<file path="src/rtl/ram_seq_pkg.sv">
// ram_seq_pkg: shared types for the RAM sequencing initiator.
// Holds the FSM state encoding and the op field encoding; no ports.
package ram_seq_pkg;

   typedef enum logic [1:0] {
      IDLE = 2'd0,
      FILL = 2'd1,
      DUMP = 2'd2,
      FIN  = 2'd3
   } state_t;

   localparam logic OP_DUMP = 1'b0;
   localparam logic OP_FILL = 1'b1;

endpackage

</file>
<file path="src/rtl/ram_seq_master_if.sv">
// ram_seq_master_if: RAM bus plus read-stream handshake.
// master: drives mem_addr/mem_load/mem_wdata and rd_valid/rd_data,
//         receives mem_rdata (combinational from mem_addr) and rd_ready.
// slave:  the RAM and the stream consumer side.
interface ram_seq_master_if #(
   parameter int ADDR_W = 3,
   parameter int DATA_W = 16
);
   logic [ADDR_W-1:0] mem_addr;
   logic              mem_load;
   logic [DATA_W-1:0] mem_wdata;
   logic [DATA_W-1:0] mem_rdata;
   logic              rd_valid;
   logic [DATA_W-1:0] rd_data;
   logic              rd_ready;

   modport master (
      output mem_addr,
      output mem_load,
      output mem_wdata,
      input  mem_rdata,
      output rd_valid,
      output rd_data,
      input  rd_ready
   );

   modport slave (
      input  mem_addr,
      input  mem_load,
      input  mem_wdata,
      output mem_rdata,
      input  rd_valid,
      input  rd_data,
      output rd_ready
   );
endinterface

</file>
<file path="src/rtl/ram_seq_addr_gen.sv">
// ram_seq_addr_gen: address/remaining-count tracker for ram_seq_master.
// Ports: clk, rst_n; load (take base/count), step (advance one word),
// base, count (saturated to 2^ADDR_W), addr (registered, wraps),
// last (one word remaining), empty (no words remaining).
module ram_seq_addr_gen #(
   parameter int ADDR_W = 3
) (
   input  logic              clk,
   input  logic              rst_n,
   input  logic              load,
   input  logic              step,
   input  logic [ADDR_W-1:0] base,
   input  logic [ADDR_W:0]   count,
   output logic [ADDR_W-1:0] addr,
   output logic              last,
   output logic              empty
);
   localparam logic [ADDR_W:0] CAP = {1'b1, {ADDR_W{1'b0}}};

   logic [ADDR_W:0] remain;

   always_ff @(posedge clk or negedge rst_n) begin
      if (!rst_n) begin
         addr   <= '0;
         remain <= '0;
      end else if (load) begin
         addr   <= base;
         remain <= (count > CAP) ? CAP : count;
      end else if (step) begin
         // natural ADDR_W-bit overflow gives the wrap past the top
         addr   <= addr + ADDR_W'(1);
         remain <= remain - (ADDR_W+1)'(1);
      end
   end

   assign last  = (remain == (ADDR_W+1)'(1));
   assign empty = (remain == '0);

endmodule

</file>
<file path="src/rtl/ram_seq_master.sv">
// ram_seq_master: fills a RAM range with one value or dumps a range
// over a valid/ready stream. Ports: clk, rst_n, start, op, base,
// count, fill_val, busy, done, bus (ram_seq_master_if.master), and
// checksum when RAM_SEQ_CHECKSUM_EN is defined.
module ram_seq_master
   import ram_seq_pkg::*;
#(
   parameter int ADDR_W = 3,
   parameter int DATA_W = 16
) (
   input  logic              clk,
   input  logic              rst_n,
   input  logic              start,
   input  logic              op,
   input  logic [ADDR_W-1:0] base,
   input  logic [ADDR_W:0]   count,
   input  logic [DATA_W-1:0] fill_val,
   output logic              busy,
   output logic              done,
`ifdef RAM_SEQ_CHECKSUM_EN
   output logic [DATA_W-1:0] checksum,
`endif
   ram_seq_master_if.master  bus
);

   state_t state, state_d;

   logic              ag_load;
   logic              ag_step;
   logic              ag_last;
   logic              ag_empty;
   logic [ADDR_W-1:0] ag_addr;

   logic [DATA_W-1:0] val_q;
   logic [DATA_W-1:0] data_q;
   logic              load_q, load_d;
   logic              valid_q, valid_d;
   logic              done_q, done_d;
   logic              busy_q;
   logic              accept;
   logic              capture;
   logic              hs;

   ram_seq_addr_gen #(
      .ADDR_W(ADDR_W)
   ) u_addr_gen (
      .clk  (clk),
      .rst_n(rst_n),
      .load (ag_load),
      .step (ag_step),
      .base (base),
      .count(count),
      .addr (ag_addr),
      .last (ag_last),
      .empty(ag_empty)
   );

   always_comb begin
      state_d = state;
      accept  = 1'b0;
      ag_load = 1'b0;
      ag_step = 1'b0;
      capture = 1'b0;
      load_d  = 1'b0;
      done_d  = 1'b0;
      valid_d = valid_q;
      hs      = valid_q & bus.rd_ready;
      unique case (state)
         IDLE: begin
            if (start) begin
               accept  = 1'b1;
               ag_load = 1'b1;
               if (count == '0) begin
                  state_d = FIN;
                  done_d  = 1'b1;
               end else if (op == OP_FILL) begin
                  state_d = FILL;
                  load_d  = 1'b1;
               end else begin
                  state_d = DUMP;
               end
            end
         end
         FILL: begin
            if (ag_last) begin
               state_d = FIN;
               done_d  = 1'b1;
            end else begin
               ag_step = 1'b1;
               load_d  = 1'b1;
            end
         end
         DUMP: begin
            // output register refills whenever it is empty or draining
            capture = !ag_empty && (!valid_q || bus.rd_ready);
            if (capture) begin
               ag_step = 1'b1;
               valid_d = 1'b1;
            end else if (hs) begin
               valid_d = 1'b0;
            end
            if (ag_empty && hs) begin
               state_d = FIN;
               done_d  = 1'b1;
            end
         end
         FIN: begin
            state_d = IDLE;
         end
      endcase
   end

   always_ff @(posedge clk or negedge rst_n) begin
      if (!rst_n) begin
         state <= IDLE;
      end else begin
         state <= state_d;
      end
   end

   always_ff @(posedge clk or negedge rst_n) begin
      if (!rst_n) begin
         val_q   <= '0;
         data_q  <= '0;
         load_q  <= 1'b0;
         valid_q <= 1'b0;
         done_q  <= 1'b0;
         busy_q  <= 1'b0;
      end else begin
         load_q  <= load_d;
         valid_q <= valid_d;
         done_q  <= done_d;
         busy_q  <= (state_d != IDLE);
         if (accept) begin
            val_q <= fill_val;
         end
         if (capture) begin
            data_q <= bus.mem_rdata;
         end
      end
   end

`ifdef RAM_SEQ_CHECKSUM_EN
   logic [DATA_W-1:0] sum_q;

   // load_q marks exactly the FILL write cycles; hs only occurs in DUMP
   always_ff @(posedge clk or negedge rst_n) begin
      if (!rst_n) begin
         sum_q <= '0;
      end else if (accept) begin
         sum_q <= '0;
      end else if (load_q) begin
         sum_q <= sum_q + val_q;
      end else if (hs) begin
         sum_q <= sum_q + data_q;
      end
   end

   assign checksum = sum_q;
`endif

   assign bus.mem_addr  = ag_addr;
   assign bus.mem_load  = load_q;
   assign bus.mem_wdata = val_q;
   assign bus.rd_valid  = valid_q;
   assign bus.rd_data   = data_q;
   assign busy          = busy_q;
   assign done          = done_q;

endmodule

</file>
<file path="src/flat_wrapper.sv">
// flat-port wrapper written by rule: the top's interface ports become plain ports
module ram_seq_master_flat import ram_seq_pkg::*;
#(
   parameter int ADDR_W = 3,
   parameter int DATA_W = 16
)
  (clk, rst_n, start, op, base, count, fill_val, busy, done, bus_mem_addr, bus_mem_load, bus_mem_wdata, bus_mem_rdata, bus_rd_valid, bus_rd_data, bus_rd_ready);
  ram_seq_master_if #(.ADDR_W(ADDR_W), .DATA_W(DATA_W)) bus_i ();
  input  logic clk;
  input  logic rst_n;
  input  logic start;
  input  logic op;
  input  logic [ADDR_W-1:0] base;
  input  logic [ADDR_W:0] count;
  input  logic [DATA_W-1:0] fill_val;
  output logic busy;
  output logic done;
  output wire logic [$bits(bus_i.mem_addr)-1:0] bus_mem_addr;
  output wire logic [$bits(bus_i.mem_load)-1:0] bus_mem_load;
  output wire logic [$bits(bus_i.mem_wdata)-1:0] bus_mem_wdata;
  input wire logic [$bits(bus_i.mem_rdata)-1:0] bus_mem_rdata;
  output wire logic [$bits(bus_i.rd_valid)-1:0] bus_rd_valid;
  output wire logic [$bits(bus_i.rd_data)-1:0] bus_rd_data;
  input wire logic [$bits(bus_i.rd_ready)-1:0] bus_rd_ready;
  assign bus_mem_addr = bus_i.mem_addr;
  assign bus_mem_load = bus_i.mem_load;
  assign bus_mem_wdata = bus_i.mem_wdata;
  assign bus_i.mem_rdata = bus_mem_rdata;
  assign bus_rd_valid = bus_i.rd_valid;
  assign bus_rd_data = bus_i.rd_data;
  assign bus_i.rd_ready = bus_rd_ready;
  ram_seq_master #(.ADDR_W(ADDR_W), .DATA_W(DATA_W)) u_core (.clk(clk), .rst_n(rst_n), .start(start), .op(op), .base(base), .count(count), .fill_val(fill_val), .busy(busy), .done(done), .bus(bus_i));
endmodule
</file>
<file path="config.mk">
export PLATFORM = sky130hd
export DESIGN_NAME = ram_seq_master_flat
export DESIGN_NICKNAME = d
export VERILOG_FILES = /design/src/rtl/ram_seq_pkg.sv /design/src/rtl/ram_seq_master_if.sv /design/src/rtl/ram_seq_addr_gen.sv /design/src/rtl/ram_seq_master.sv /design/src/flat_wrapper.sv
export SDC_FILE = /design/constraint.sdc
export NUM_CORES = 1
export LEC_CHECK = 0
export BUFFER_PORTS_ARGS = -buffer_cell sky130_fd_sc_hd__buf_2
export CORE_ASPECT_RATIO = 1.75
export CORE_UTILIZATION = 47
export DETAILED_ROUTE_END_ITERATION = 6
export PLACE_DENSITY = 0.85
export SETUP_SLACK_MARGIN = 0.2
export SKIP_CTS_REPAIR_TIMING = 1
export SLEW_MARGIN = 20
export SYNTH_ARGS = -nofsm -noshare
export SYNTH_HDL_FRONTEND = slang
export SYNTH_HIERARCHICAL = 1
export SYNTH_SLANG_ARGS = --single-unit
</file>
<file path="constraint.sdc">
create_clock -name clk -period 3.3 [get_ports clk]
set_clock_uncertainty 0.1 [all_clocks]
set_input_delay 0.33 -clock clk [delete_from_list [all_inputs] [get_ports clk]]
set_output_delay 0.33 -clock clk [all_outputs]
set_load 0.02 [all_outputs]
</file>
# Word-level counts from Yosys, hierarchy flattened
# Index checks and enable logic that the tools add are counted.
[op_classes]
addsub = 2
multipliers = 0
div_mod_pow = 0
n_lt_le_gt_ge = 1
eq_ne = 4
shifts = 0
n_mux = 28
bitwise_logic = 1
reduce_logical = 12
[op_table]
columns = ["op", "n"]
rows = [
  ["$mux W1", 14],
  ["$mux W4", 3],
  ["$mux W2", 5],
  ["$logic_not A4 Y1", 2],
  ["$pmux W2 S4", 1],
  ["$mux W3", 2],
  ["$reduce_bool A2 Y1", 3],
  ["$eq A2 B2 Y1 const B", 2],
  ["$eq A4 B1 Y1 const B", 1],
  ["$gt A4 B4 Y1 const B", 1],
  ["$pmux W1 S2", 2],
  ["$sub A4 B1 Y4 const B", 1],
  ["$add A3 B1 Y3 const B", 1],
  ["$pmux W1 S3", 1],
  ["$eq A2 B1 Y1 const B", 1],
  ["$logic_and A1 B1 Y1", 2],
  ["$logic_not A1 Y1", 2],
  ["$logic_not A2 Y1", 1],
  ["$reduce_and A2 Y1", 1],
  ["$and A1 B1 Y1", 1],
  ["$logic_or A1 B1 Y1", 1],
]
[totals]
register_bits = 45
latch_bits = 0
mem_bits_rw = 0
rom_bits = 0
input_bits = 44
output_inout_bits = 39
wordCells = 57
mem_count = 0

# Logic depth before layout (Yosys ltp)
# Gate-level depths: netlist of the first run.
[depth]
word_depth = 7
ltp_mapped = 10
ltp_nobuf = 8

# By module
# Netlist of the first run, hierarchy kept.
[by_module_without_submodules]
columns = ["mod", "n_inst", "cells_each", "area_per_inst_um2", "seq_area_each_um2"]
rows = [
  ["ram_seq_master", 1, 104, 1552.7, 950.9],
  ["ram_seq_addr_gen", 1, 39, 415.4, 175.2],
]

# Worst setup path after synthesis of the first run
# Ideal clock, no wire load.
[synth_timing]
kind = "register -> register"
start = "register u_core.u_addr_gen.remain[0]"
end = "register u_core.u_addr_gen.remain[3]"
setup_time_ps = 125
arrival_ps = 2191
required_ps = 3075
path_slack_ps = 885
path_stages_with_launch = 11
n_path_buf = 2
period_less_slack_ps = 2415
cell_sequence = "dfrtp_1 -> inv_1 -> ha_1 -> nor3b_1 -> a211oi_4 -> buf_6 -> o21a_1 -> buf_6 -> nor4b_4 -> xor2_1 -> mux2_2"
[synth_between]
elab_chain_cells = 6
word_cells_on_any_way = 11
classes_between = "add/sub (1); eq/ne (1); mux (5); reduce/logical (4)"
[synth_rtl]
columns = ["item", "line", "rtl"]
rows = [
  ["start, declared", "ram_seq_addr_gen.sv:20", "logic [ADDR_W:0] remain;"],
  ["start signal, assigned", "ram_seq_addr_gen.sv:28", "remain <= (count > CAP) ? CAP : count;"],
  ["start signal, assigned", "ram_seq_addr_gen.sv:32", "remain <= remain - (ADDR_W+1)'(1);"],
  ["$logic_not A4 Y1", "ram_seq_addr_gen.sv:37", "assign empty = (remain == '0);"],
  ["named net u_core.ag_empty", "ram_seq_master.sv:31", "logic ag_empty;"],
  ["$logic_not A1 Y1", "ram_seq_master.sv:95", "capture = !ag_empty && (!valid_q || bus.rd_ready);"],
  ["$logic_and A1 B1 Y1", "ram_seq_master.sv:95", ""],
  ["$mux W1", "ram_seq_master.sv:96", "if (capture) begin"],
  ["$pmux W1 S2", "ram_seq_master.sv:68", "unique case (state)"],
  ["named net u_core.ag_step", "ram_seq_master.sv:29", "logic ag_step;"],
  ["$reduce_bool A2 Y1 (no source line)", "n/a", ""],
]
# The timed path passes the listed nets, and every way through them passes these cells. The select of a mux whose other input is x is not followed.
# A chain may end at the register's enable or synchronous reset.

# Worst setup path in the final report of the first run
# Same ends and word-level chain as after synthesis.

==> impl_summary.txt, run 1 <==
----------------------------------------------------
[CTS]
  TritonCTS sink count ... 45
  Total CTS buffers ... 5
  Clock slew at reported path FFs ... 0.08 ns
  TritonCTS clock tree ... done
  CTS H-tree depth ... 2
  Clock latency on the worst-skew pair ... slightly below 0.3 ns
  Maximum number of buffers from clock root to sink ... 2
  CTS root buffer ... sky130_fd_sc_hd__clkbuf_8

[Place]
  Number of port buffers ... 82
  Detailed placement HPWL ... 2930 um
  Last weighted congestion value of the routability-driven placer ... just under 0.8

[Worst setup path]
  Critical Path AT ... between 2 and 2.5 ns
  Start of the worst register-to-register path ... u_core/u_addr_gen/remain[0]
  CP required ... 3.38 ns
  Count of cells along the worst register-to-register path ... 8
  Critical path fanouts, max ... 7
  Type of destination of the critical path ... flop
  Slack of the worst reg-to-reg path ... 0.97 ns
  Launching element of the worst setup path ... u_core/u_addr_gen/remain[0]
  Crit Path Class ... reg -> reg
  R2r endpoint ... u_core/u_addr_gen/remain[3]
  Critical path launch point type ... flop

[STA]
  Worst-Margin Slew ... roughly 0.54 ns
  Number of failing setup endpoints in the final timing report ... 0
  Setup_tns ... 0 ns
  Max-slew violations ... 0
  Final hold vios ... 0
  RSZ-0062 raised after global routing ... false
  Tcrit/Tclk final ... 0.706
  Slew Limit Headroom ... 0.637
  Clock period minus worst slack ... 2.33 ns
  Highest attainable clock frequency ... between 400 and 500 MHz

[Finish]
  FILL cells ... between 300 and 400
  Most frequent cells in the layout ... sky130_fd_sc_hd__buf_2 (81), sky130_fd_sc_hd__dfrtp_1 (45), sky130_fd_sc_hd__mux2_2 (34)
  Leading cell type in the layout, fill and taps excluded ... sky130_fd_sc_hd__buf_2
  Relative area change from synthesis to final layout ... 29.4%
  Nets ... 281
  Antenna cell count ... 0
  Fraction of layout instances using a drive strength above 1 ... 0.563
  Final core utilization ... 0.646

[Floorplanning]
  Core area ... 3940 sq um
  Count of pins on the block boundary ... 83
  Die width ... 50.9 um
  Number of rows created at floorplan ... 30
  Die area ... 4460 sq um
  Overall die height ... 87.6 um
  Starting utilization of the core area ... 0.499

[Synthesis]
  Most instantiated flip-flop cell in the synthesis netlist ... sky130_fd_sc_hd__dfrtp_1
  Sequential area share after synthesis ... 0.572
  Number of synthesized flops with an enable pin ... 0
  Yosys warns ... 6
  Netlist area before placement ... 1970 sq um
  Number of nets produced by synthesis ... 194
  Post-Synthesis Cells ... 143
  Async S/R FF share, synth ... 1.00
  Number of unique standard cell types used by synthesis ... 27
  Mean cell area of the mapped netlist ... 13.8 sq um
  Flip-flop and latch count after synthesis ... 45

[Drt]
  Total routed wirelength ... between 3000 and 4000 um
  Remaining DRCs ... 0
  Post-DR wirelength/cell ... roughly 14 um
  Post-detailed-route via-to-cell ratio ... 5.04
  Total vias in the final route ... between 1000 and 1500
  Initial DRC Count ... 9
  Iteration count of the initial detailed-routing pass ... 4
  Detail Route Antenna Nets ... 0

[Global route]
  Global-route wire length before repair ... roughly 6300 um
  Pin count of the biggest net entering global routing ... 46
  Antenna violations before repair ... 0
  Remaining global-route overflow ... 0
  GRT Total Usage ... 0.195
  Number of global-route vias before repair ... 1468

[Min path]
  Depth of the worst hold-timing path ... 3
  HP Class ... in -> reg
  Endpoint, Worst Hold ... u_core/u_addr_gen/addr[2]
  Worst Min Path Start ... base[2]

[Pwr]
  Static power due to leakage ... 1.22 nW
  Total power per unit cell area ... about 1100 nW/um^2
  IR drop worst, VDD ... approximately 0.00070 V

[Run status]
  Outcome ... complete, no violations

[Run]
  Maxcap violations ... 0

----------------------------------------------------
==> cell usage after synthesis (2+ instances only) <==
cell	number	area [sq um]
sky130_fd_sc_hd__buf_6	2	22.5
sky130_fd_sc_hd__ha_1	7	87.6
sky130_fd_sc_hd__o21ai_0	7	35.0
sky130_fd_sc_hd__xor2_1	3	26.3
sky130_fd_sc_hd__or2_1	2	12.5
sky130_fd_sc_hd__nand2_1	10	37.5
sky130_fd_sc_hd__nor3b_1	2	15.0
sky130_fd_sc_hd__o22ai_1	3	18.8
sky130_fd_sc_hd__dfrtp_1	45	1130
sky130_fd_sc_hd__buf_2	2	10.0
sky130_fd_sc_hd__xnor2_1	2	17.5
sky130_fd_sc_hd__a32o_1	2	20.0
sky130_fd_sc_hd__inv_1	7	26.3
sky130_fd_sc_hd__mux2_2	34	383
sky130_fd_sc_hd__nor2_1	3	11.3
==> layer usage <==
layer  part of all wire  global-route usage  vias to the layer above
met4              0.023               0.106                        0
met3              0.035              0.0469                        7
met2               0.59               0.373                       36
met5                  0                   0                        -
met1               0.35               0.181                      690
li1                   -                   -                      673
==> power by group <==
group	switching, mW	total [mW]	internal, mW
logic	0.718	1.30	0.584
clock network	0.181	0.427	0.246
registers	0.164	0.997	0.833
==> per-stage QoR <==
step	cells	total power, mW	hold WS, ns	instance area, sq um	setup WS [ns]
2_1_floorplan	143	1.94	-0.0656	1970	0.885
3_3_place_gp	270	2.28	0.385	2410	1.05
3_5_place_dp	270	2.32	0.390	2410	0.962
4_1_cts	278	2.76	0.117	2530	0.934
5_1_grt	279	2.90	0.146	2550	0.815
6_report	279	2.73	0.150	2550	0.969
==> layout make-up <==
class                           instances  area (sq um)  area share
Clock buffer                            6          82.6      0.0324
Clock inverter                          2          37.5      0.0147
Inverter                                8          30.0      0.0118
Multi-Input combinational cell         86           779       0.306
Sequential cell                        45          1130       0.442
Tap cell                               48          60.1      0.0236
Timing Repair Buffer                   84           430       0.169
==> critical path: stages, from the launching register on <==
cell	delay (ns)
sky130_fd_sc_hd__dfrtp_1	0.44
sky130_fd_sc_hd__inv_1	0.08
sky130_fd_sc_hd__ha_1	0.15
sky130_fd_sc_hd__nor3b_1	0.47
sky130_fd_sc_hd__a211oi_4	0.08
sky130_fd_sc_hd__o21a_1	0.31
sky130_fd_sc_hd__nor4b_4	0.17
sky130_fd_sc_hd__xor2_1	0.15
sky130_fd_sc_hd__mux2_2	0.26
==> how the worst max path moves through the flow <==
| stage | cells past startpoint | slack [ns] | end |
|---|---|---|---|
| floorplan | 10 | 0.88 | u_core/u_addr_gen/remain[3] |
| global placement | 8 | 1.05 | u_core/u_addr_gen/remain[3] |
| finish | 8 | 0.97 | u_core/u_addr_gen/remain[3] |
| detailed placement | 8 | 0.96 | u_core/u_addr_gen/remain[3] |
| global route | 8 | 0.82 | u_core/u_addr_gen/remain[3] |
| CTS | 8 | 0.93 | u_core/u_addr_gen/remain[3] |
==> state kept, by name, indices dropped and copies added, names as in the netlist, 2 cells and up <==
register / count
u_core/bus.mem_wdata: 16
u_core/bus.rd_data: 16
u_core/state: 2
u_core/u_addr_gen/addr: 3
u_core/u_addr_gen/remain: 4
==> kinds of logic after synthesis <==
family	after synthesis	synth area share
XOR/XNOR	5	0.0223
buffers and inverters	12	0.0318
multiplexers	35	0.200
AND/OR/NAND/NOR	22	0.0687
flip-flops	45	0.572
adder cells (fa/ha/maj)	7	0.0445
AO/OA/AOI/OAI	17	0.0610
Note: power is estimated with default switching activity, not from simulation.
==> run 2: changes to the inputs <==
- CORE_UTILIZATION: 47 -> 43
- PLACE_DENSITY: 0.85 -> 0.82
- clock period: 3.3 -> 2 ns (I/O delays scaled with it)
==> run 2 against run 1 <==
- worst hold slack lost 0.13 ns
- die area grew 9.0%
- design area grew 7.2%
- critical endpoint unchanged
- global-route usage shrank 2.1 points
- combinational power grew 92%
- non-clock buffer count grew 16
- wire length grew 0.94%
- sequential share of layout area shrank 2.9 points
- via count grew 6.3%
- final cell count grew 6.8%
- largest cell class unchanged
- first-iteration DRC count grew 33%
==> impl_summary.txt, run 2 (synthesis gave the netlist of run 1 again) <==
----------------------------------------------------
[Min path]
  HP Class ... in -> reg

[Floorplanning]
  Starting utilization of the core area ... 0.447 (-0.0525)
  Core area ... 4400 sq um (+12%)
  Number of rows created at floorplan ... 32 (+6.7%)
  Overall die height ... 91.5 um (+4.4%)
  Die area ... 4860 sq um (+9.0%)
  Die width ... 53.1 um (+4.4%)
  Count of pins on the block boundary ... 83 (unchanged)

[Worst setup path]
  Crit Path Class ... reg -> reg
  Critical path fanouts, max ... 4 (-3)
  Critical Path AT ... 2.06 ns (-0.35 ns)
  Type of destination of the critical path ... flop
  CP required ... 2.08 ns (-1.30 ns)
  Critical path launch point type ... flop

[STA]
  Worst-Margin Slew ... 0.548 ns (+0.00360 ns)
  Slack of the critical path ... 0.0233 ns (-0.946 ns)
  Slew Limit Headroom ... 0.635 (-0.00162)
  Worst hold-check slack ... 0.0230 ns (-0.127 ns)
  Tcrit/Tclk final ... 0.988 (+0.282)
  Setup_tns ... 0 ns (unchanged)
  RSZ-0062 raised after global routing ... true
  Final hold vios ... 0 (unchanged)
  Clock period minus worst slack ... 1.98 ns (-0.354 ns)
  Number of failing setup endpoints in the final timing report ... 0 (unchanged)
  Highest attainable clock frequency ... 506 MHz (+18%)
  Max-slew violations ... 0 (unchanged)

[CTS]
  TritonCTS sink count ... 45 (unchanged)
  Clock slew at reported path FFs ... 0.08 ns (about the same)
  Maximum number of buffers from clock root to sink ... 2 (unchanged)
  CTS H-tree depth ... 2 (unchanged)
  CTS root buffer ... sky130_fd_sc_hd__clkbuf_8
  Clock latency on the worst-skew pair ... 0.29 ns (about the same)
  Total CTS buffers ... 5 (unchanged)
  TritonCTS clock tree ... done

[Pwr]
  Total power per unit cell area ... 1720 nW/um^2 (+61%)
  Static power due to leakage ... 1.31 nW (+6.6%)
  IR drop worst, VDD ... 0.000988 V (+42%)

[Finish]
  Final standard cell count with taps included and fillers excluded ... 298 (+6.8%)
  Fraction of layout instances using a drive strength above 1 ... 0.632 (+0.0688)
  Most frequent cells in the layout ... sky130_fd_sc_hd__buf_2 (82), sky130_fd_sc_hd__dfrtp_1 (44), sky130_fd_sc_hd__mux2_2 (33)
  Relative area change from synthesis to final layout ... 38.7%
  Antenna cell count ... 0 (unchanged)
  Leading cell type in the layout, fill and taps excluded ... sky130_fd_sc_hd__buf_2
  Nets ... 297 (+5.7%)

[Place]
  Number of port buffers ... 82 (unchanged)
  Number of instances in the placed design ... 278 (+3.0%)
  Last weighted congestion value of the routability-driven placer ... 0.908 (+18%)
  Setup Slack @ Placement ... 0.00164 ns (-0.960 ns)
  Detailed placement HPWL ... 2940 um (+0.27%)

[Run]
  Maxcap violations ... 0 (unchanged)

[Global route]
  Global-route wire length before repair ... 6190 um (-1.2%)
  GRT Total Usage ... 0.174 (-0.0214)
  Number of global-route vias before repair ... 1486 (+1.2%)
  Pin count of the biggest net entering global routing ... 24 (-48%)
  Antenna violations before repair ... 0 (unchanged)
  Remaining global-route overflow ... 0 (unchanged)

[Drt]
  Detail Route Antenna Nets ... 0 (unchanged)
  Detailed route wirelength on metal2 ... 2200 um (-2.3%)
  Total vias in the final route ... 1494 (+6.3%)
  Detailed route wirelength on metal3 ... 272 um (+110%)
  Post-DR wirelength/cell ... 12.9 um (-5.5%)
  Total routed wirelength ... 3860 um (+0.94%)
  Iteration count of the initial detailed-routing pass ... 4 (unchanged)
  Highest Signal Layer ... met4
  Post-detailed-route via-to-cell ratio ... 5.01 (-0.52%)
  Remaining DRCs ... 0 (unchanged)
  Initial DRC Count ... 12 (+3)
  Detailed-route wire length on metal 1 ... 1370 um (+1.2%)

[Run status]
  Outcome ... complete, no violations

----------------------------------------------------
==> run 2: cell types whose count changed in the layout (fill, tap and decap cells not counted), moves of 3 or more <==
| cell | previous run | this run |
|---|---|---|
| sky130_fd_sc_hd__buf_4 | 2 | 15 |
| sky130_fd_sc_hd__ha_1 | 7 | 4 |
| sky130_fd_sc_hd__inv_1 | 7 | 4 |
| sky130_fd_sc_hd__o21ai_0 | 7 | 4 |
| sky130_fd_sc_hd__o21ai_1 | 0 | 3 |
==> run 2: final timing paths <==
| check | start | endpoint | slack [ns] | depth (start not counted) |
|---|---|---|---|---|
| max in group asynchronous | rst_n | u_core/done | 0.96 | 3 |
| max | u_core/u_addr_gen/remain[0] | u_core/u_addr_gen/remain[3] | 0.02 | 8 |
| max reg2reg | u_core/u_addr_gen/remain[0] | u_core/u_addr_gen/remain[3] | 0.02 | 8 |
| min | base[1] | u_core/u_addr_gen/addr[1] | 0.02 | 3 |
| min in group asynchronous | rst_n | u_core/bus.mem_wdata[0] | 0.34 | 2 |
| min reg2reg | u_core/bus.mem_wdata[9] | u_core/bus.mem_wdata[9] | 0.40 | 1 |
==> run 2: metrics by stage <==
| stage | power (mW) | instance area [sq um] | util |
|---|---|---|---|
| 2_1_floorplan | 3.30 | 2010 | - |
| 3_3_place_gp | 3.89 | 2510 | 0.570 |
| 3_5_place_dp | 3.99 | 2510 | 0.570 |
| 4_1_cts | 4.55 | 2600 | 0.590 |
| 5_1_grt | 5.02 | 2730 | 0.620 |
| 6_report | 4.69 | 2730 | 0.620 |
==> run 2: critical path, stage by stage (launching register included) <==
cell	delay, ns
sky130_fd_sc_hd__dfrtp_2	0.40
sky130_fd_sc_hd__inv_2	0.05
sky130_fd_sc_hd__ha_4	0.15
sky130_fd_sc_hd__nor3b_4	0.15
sky130_fd_sc_hd__a211oi_4	0.24
sky130_fd_sc_hd__o21a_1	0.19
sky130_fd_sc_hd__nor4b_4	0.20
sky130_fd_sc_hd__xor2_1	0.10
sky130_fd_sc_hd__mux2_4	0.27
==> run 2: power by group <==
part | internal [mW] | switching (mW)
clock network | 0.246 | 0.292
registers | 1.38 | 0.284
logic | 1.21 | 1.28
total | 2.84 | 1.86
==> run 2: layout make-up <==
type | instances | area [sq um]
fillers | 368 | 1680
flip-flops and latches | 45 | 1130
multi-input cells | 86 | 842
repair buffers | 100 | 573
clock buffers | 6 | 72.6
well taps | 51 | 63.8
inverters | 8 | 35.0
clock inverters | 2 | 15.0
==> run 2: metal layers <==
layer,GRT usage,up-vias
li1,-,706
met1,0.160,715
met5,0,-
met4,0.0855,0
met3,0.0402,4
met2,0.327,69
==> run 3: changes to the inputs <==
- PLACE_DENSITY: 0.82 -> not set
- PLACE_DENSITY_LB_ADDON: not set -> 0.08
- SLEW_MARGIN: 20 -> not set
==> run 3 against run 2 <==
- final cell count shrank 2.7%
- die area unchanged
- critical path depth unchanged
- non-clock buffer count fell by 8
- setup slack improved by 0.0039 ns
- largest power group unchanged
- register-to-register slack hardly changed
==> impl_summary.txt, run 3 (synthesis gave the netlist of run 1 again) <==
----------------------------------------------------
[STA]
  Highest attainable clock frequency ... 507 MHz (+0.20%)
  Slew Limit Headroom ... 0.676 (+0.0410)
  Worst hold-check slack ... 0.0212 ns (-0.00178 ns)
  Max-slew violations ... 0 (unchanged)
  RSZ-0062 raised after global routing ... true
  Final hold vios ... 0 (unchanged)
  Clock period minus worst slack ... 1.97 ns (-0.00389 ns)
  Number of failing setup endpoints in the final timing report ... 0 (unchanged)
  Tcrit/Tclk final ... 0.986 (-0.00195)
  Setup_tns ... 0 ns (unchanged)
  Worst-Margin Slew ... 0.486 ns (-0.0614 ns)

[Worst setup path]
  CP required ... 2.11 ns (+0.03 ns)
  Critical Path AT ... 2.08 ns (+0.02 ns)
  Slack of the worst reg-to-reg path ... 0.03 ns (about the same)
  Launching element of the worst setup path ... u_core/u_addr_gen/remain[1]
  Critical path fanouts, max ... 6 (+2)
  Critical path launch point type ... flop
  Start of the worst register-to-register path ... u_core/u_addr_gen/remain[1]
  Type of destination of the critical path ... flop
  Crit Path Class ... reg -> reg

[CTS]
  Clock slew at reported path FFs ... 0.07 ns (about the same)
  Clock latency on the worst-skew pair ... 0.29 ns (about the same)
  TritonCTS sink count ... 45 (unchanged)
  CTS H-tree depth ... 2 (unchanged)
  Total CTS buffers ... 5 (unchanged)
  CTS root buffer ... sky130_fd_sc_hd__clkbuf_8
  Maximum number of buffers from clock root to sink ... 2 (unchanged)
  TritonCTS clock tree ... done

[Finish]
  Leading cell type in the layout, fill and taps excluded ... sky130_fd_sc_hd__buf_2
  FILL cells ... 388 (+5.4%)
  Antenna cell count ... 0 (unchanged)
  Most frequent cells in the layout ... sky130_fd_sc_hd__buf_2 (82), sky130_fd_sc_hd__dfrtp_1 (44), sky130_fd_sc_hd__mux2_2 (34)
  Fraction of layout instances using a drive strength above 1 ... 0.611 (-0.0207)
  Relative area change from synthesis to final layout ... 33.1%
  Area of all placed cells without fillers ... 2620 sq um (-4.0%)
  Area of the multi-input gates ... 828 sq um (-1.6%)
  Nets ... 289 (-2.7%)
  Area used by sequential logic in the layout ... 1130 sq um (unchanged)

[Pwr]
  Static power due to leakage ... 1.26 nW (-3.6%)
  IR drop worst, VDD ... 0.000930 V (-5.9%)
  Total power per unit cell area ... 1730 nW/um^2 (+0.70%)

[Drt]
  Total routed wirelength ... 4040 um (+4.9%)
  Detail Route Antenna Nets ... 0 (unchanged)
  Iteration count of the initial detailed-routing pass ... 3 (-1)
  Post-DR wirelength/cell ... 13.9 um (+7.8%)
  Initial DRC Count ... 13 (+1)
  Remaining DRCs ... 0 (unchanged)
  Post-detailed-route via-to-cell ratio ... 4.99 (-0.47%)
  Total vias in the final route ... 1447 (-3.1%)

[Global route]
  Antenna violations before repair ... 0 (unchanged)
  GRT Total Usage ... 0.190 (+0.0163)
  Remaining global-route overflow ... 0 (unchanged)
  Number of global-route vias before repair ... 1544 (+3.9%)
  Pin count of the biggest net entering global routing ... 26 (+8.3%)
  Global-route wire length before repair ... 6640 um (+7.2%)

[Floorplanning]
  Core area ... 4400 sq um (unchanged)
  Die width ... 53.1 um (unchanged)
  Count of pins on the block boundary ... 83 (unchanged)
  Die area ... 4860 sq um (unchanged)
  Overall die height ... 91.5 um (unchanged)
  Number of rows created at floorplan ... 32 (unchanged)
  Starting utilization of the core area ... 0.447 (unchanged)

[Place]
  Number of port buffers ... 82 (unchanged)
  Cell area reported after detailed placement ... 2500 sq um (-0.50%)
  Last weighted congestion value of the routability-driven placer ... 0.763 (-16%)
  Detailed placement HPWL ... 3180 um (+8.2%)

[Min path]
  Worst Min Path Start ... base[2]
  HP Class ... in -> reg

[Run]
  Maxcap violations ... 0 (unchanged)

[Run status]
  Outcome ... complete, no violations

----------------------------------------------------
==> run 3: area by class of cell <==
cell class,instances,area share
clock buffer,6,0.0277
clock inverter,2,0.00382
inverter,8,0.0115
multi-input combinational,86,0.316
sequential,45,0.430
tap,51,0.0244
timing repair buffer,92,0.186
==> run 3: final timing paths <==
| check | depth (start not counted) | endpoint |
|---|---|---|
| setup / recovery | 8 | u_core/u_addr_gen/remain[1] |
| hold / removal | 3 | u_core/u_addr_gen/addr[2] |
| setup reg to reg | 8 | u_core/u_addr_gen/remain[1] |
| hold reg to reg | 1 | u_core/bus.rd_data[4] |
| max in group asynchronous | 3 | u_core/bus.rd_data[14] |
| min in group asynchronous | 2 | u_core/bus.rd_data[5] |
==> run 3: through the flow <==
step                      power [mW]  setup slack [ns]   util  std cells
final                           4.54            0.0272  0.595        290
after CTS                       4.55           -0.0442  0.586        286
after detailed placement        4.01           -0.0278  0.568        278
after floorplan                 3.30            -0.279      -        143
after global routing            4.87           -0.0590  0.595        290
after global placement          3.89             0.103  0.568        278
==> run 3: power by group <==
group / internal (mW) / leakage, nW / switching (mW)
Clock: 0.242 / 0.0450 / 0.284
Sequential: 1.38 / 0.531 / 0.285
Combinational: 1.09 / 0.683 / 1.26
Total: 2.71 / 1.26 / 1.83
==> run 3: critical path, cell delays in order (launching register included) <==
cell and delay [ns]:
sky130_fd_sc_hd__dfrtp_1 0.41, sky130_fd_sc_hd__inv_2 0.08, sky130_fd_sc_hd__ha_4 0.16, sky130_fd_sc_hd__nor3b_4 0.16, sky130_fd_sc_hd__a211oi_4 0.19, sky130_fd_sc_hd__o21a_1 0.17, sky130_fd_sc_hd__buf_4 0.17, sky130_fd_sc_hd__mux2_2 0.34
sky130_fd_sc_hd__o22ai_1 0.12
==> run 3: metal layers <==
metal  vias up  part of all wire  track usage
li1        687                 -            -
met1       703              0.32        0.170
met2        51              0.60        0.368
met3         6             0.060       0.0452
met4         0             0.018       0.0811
met5         -                 0            0
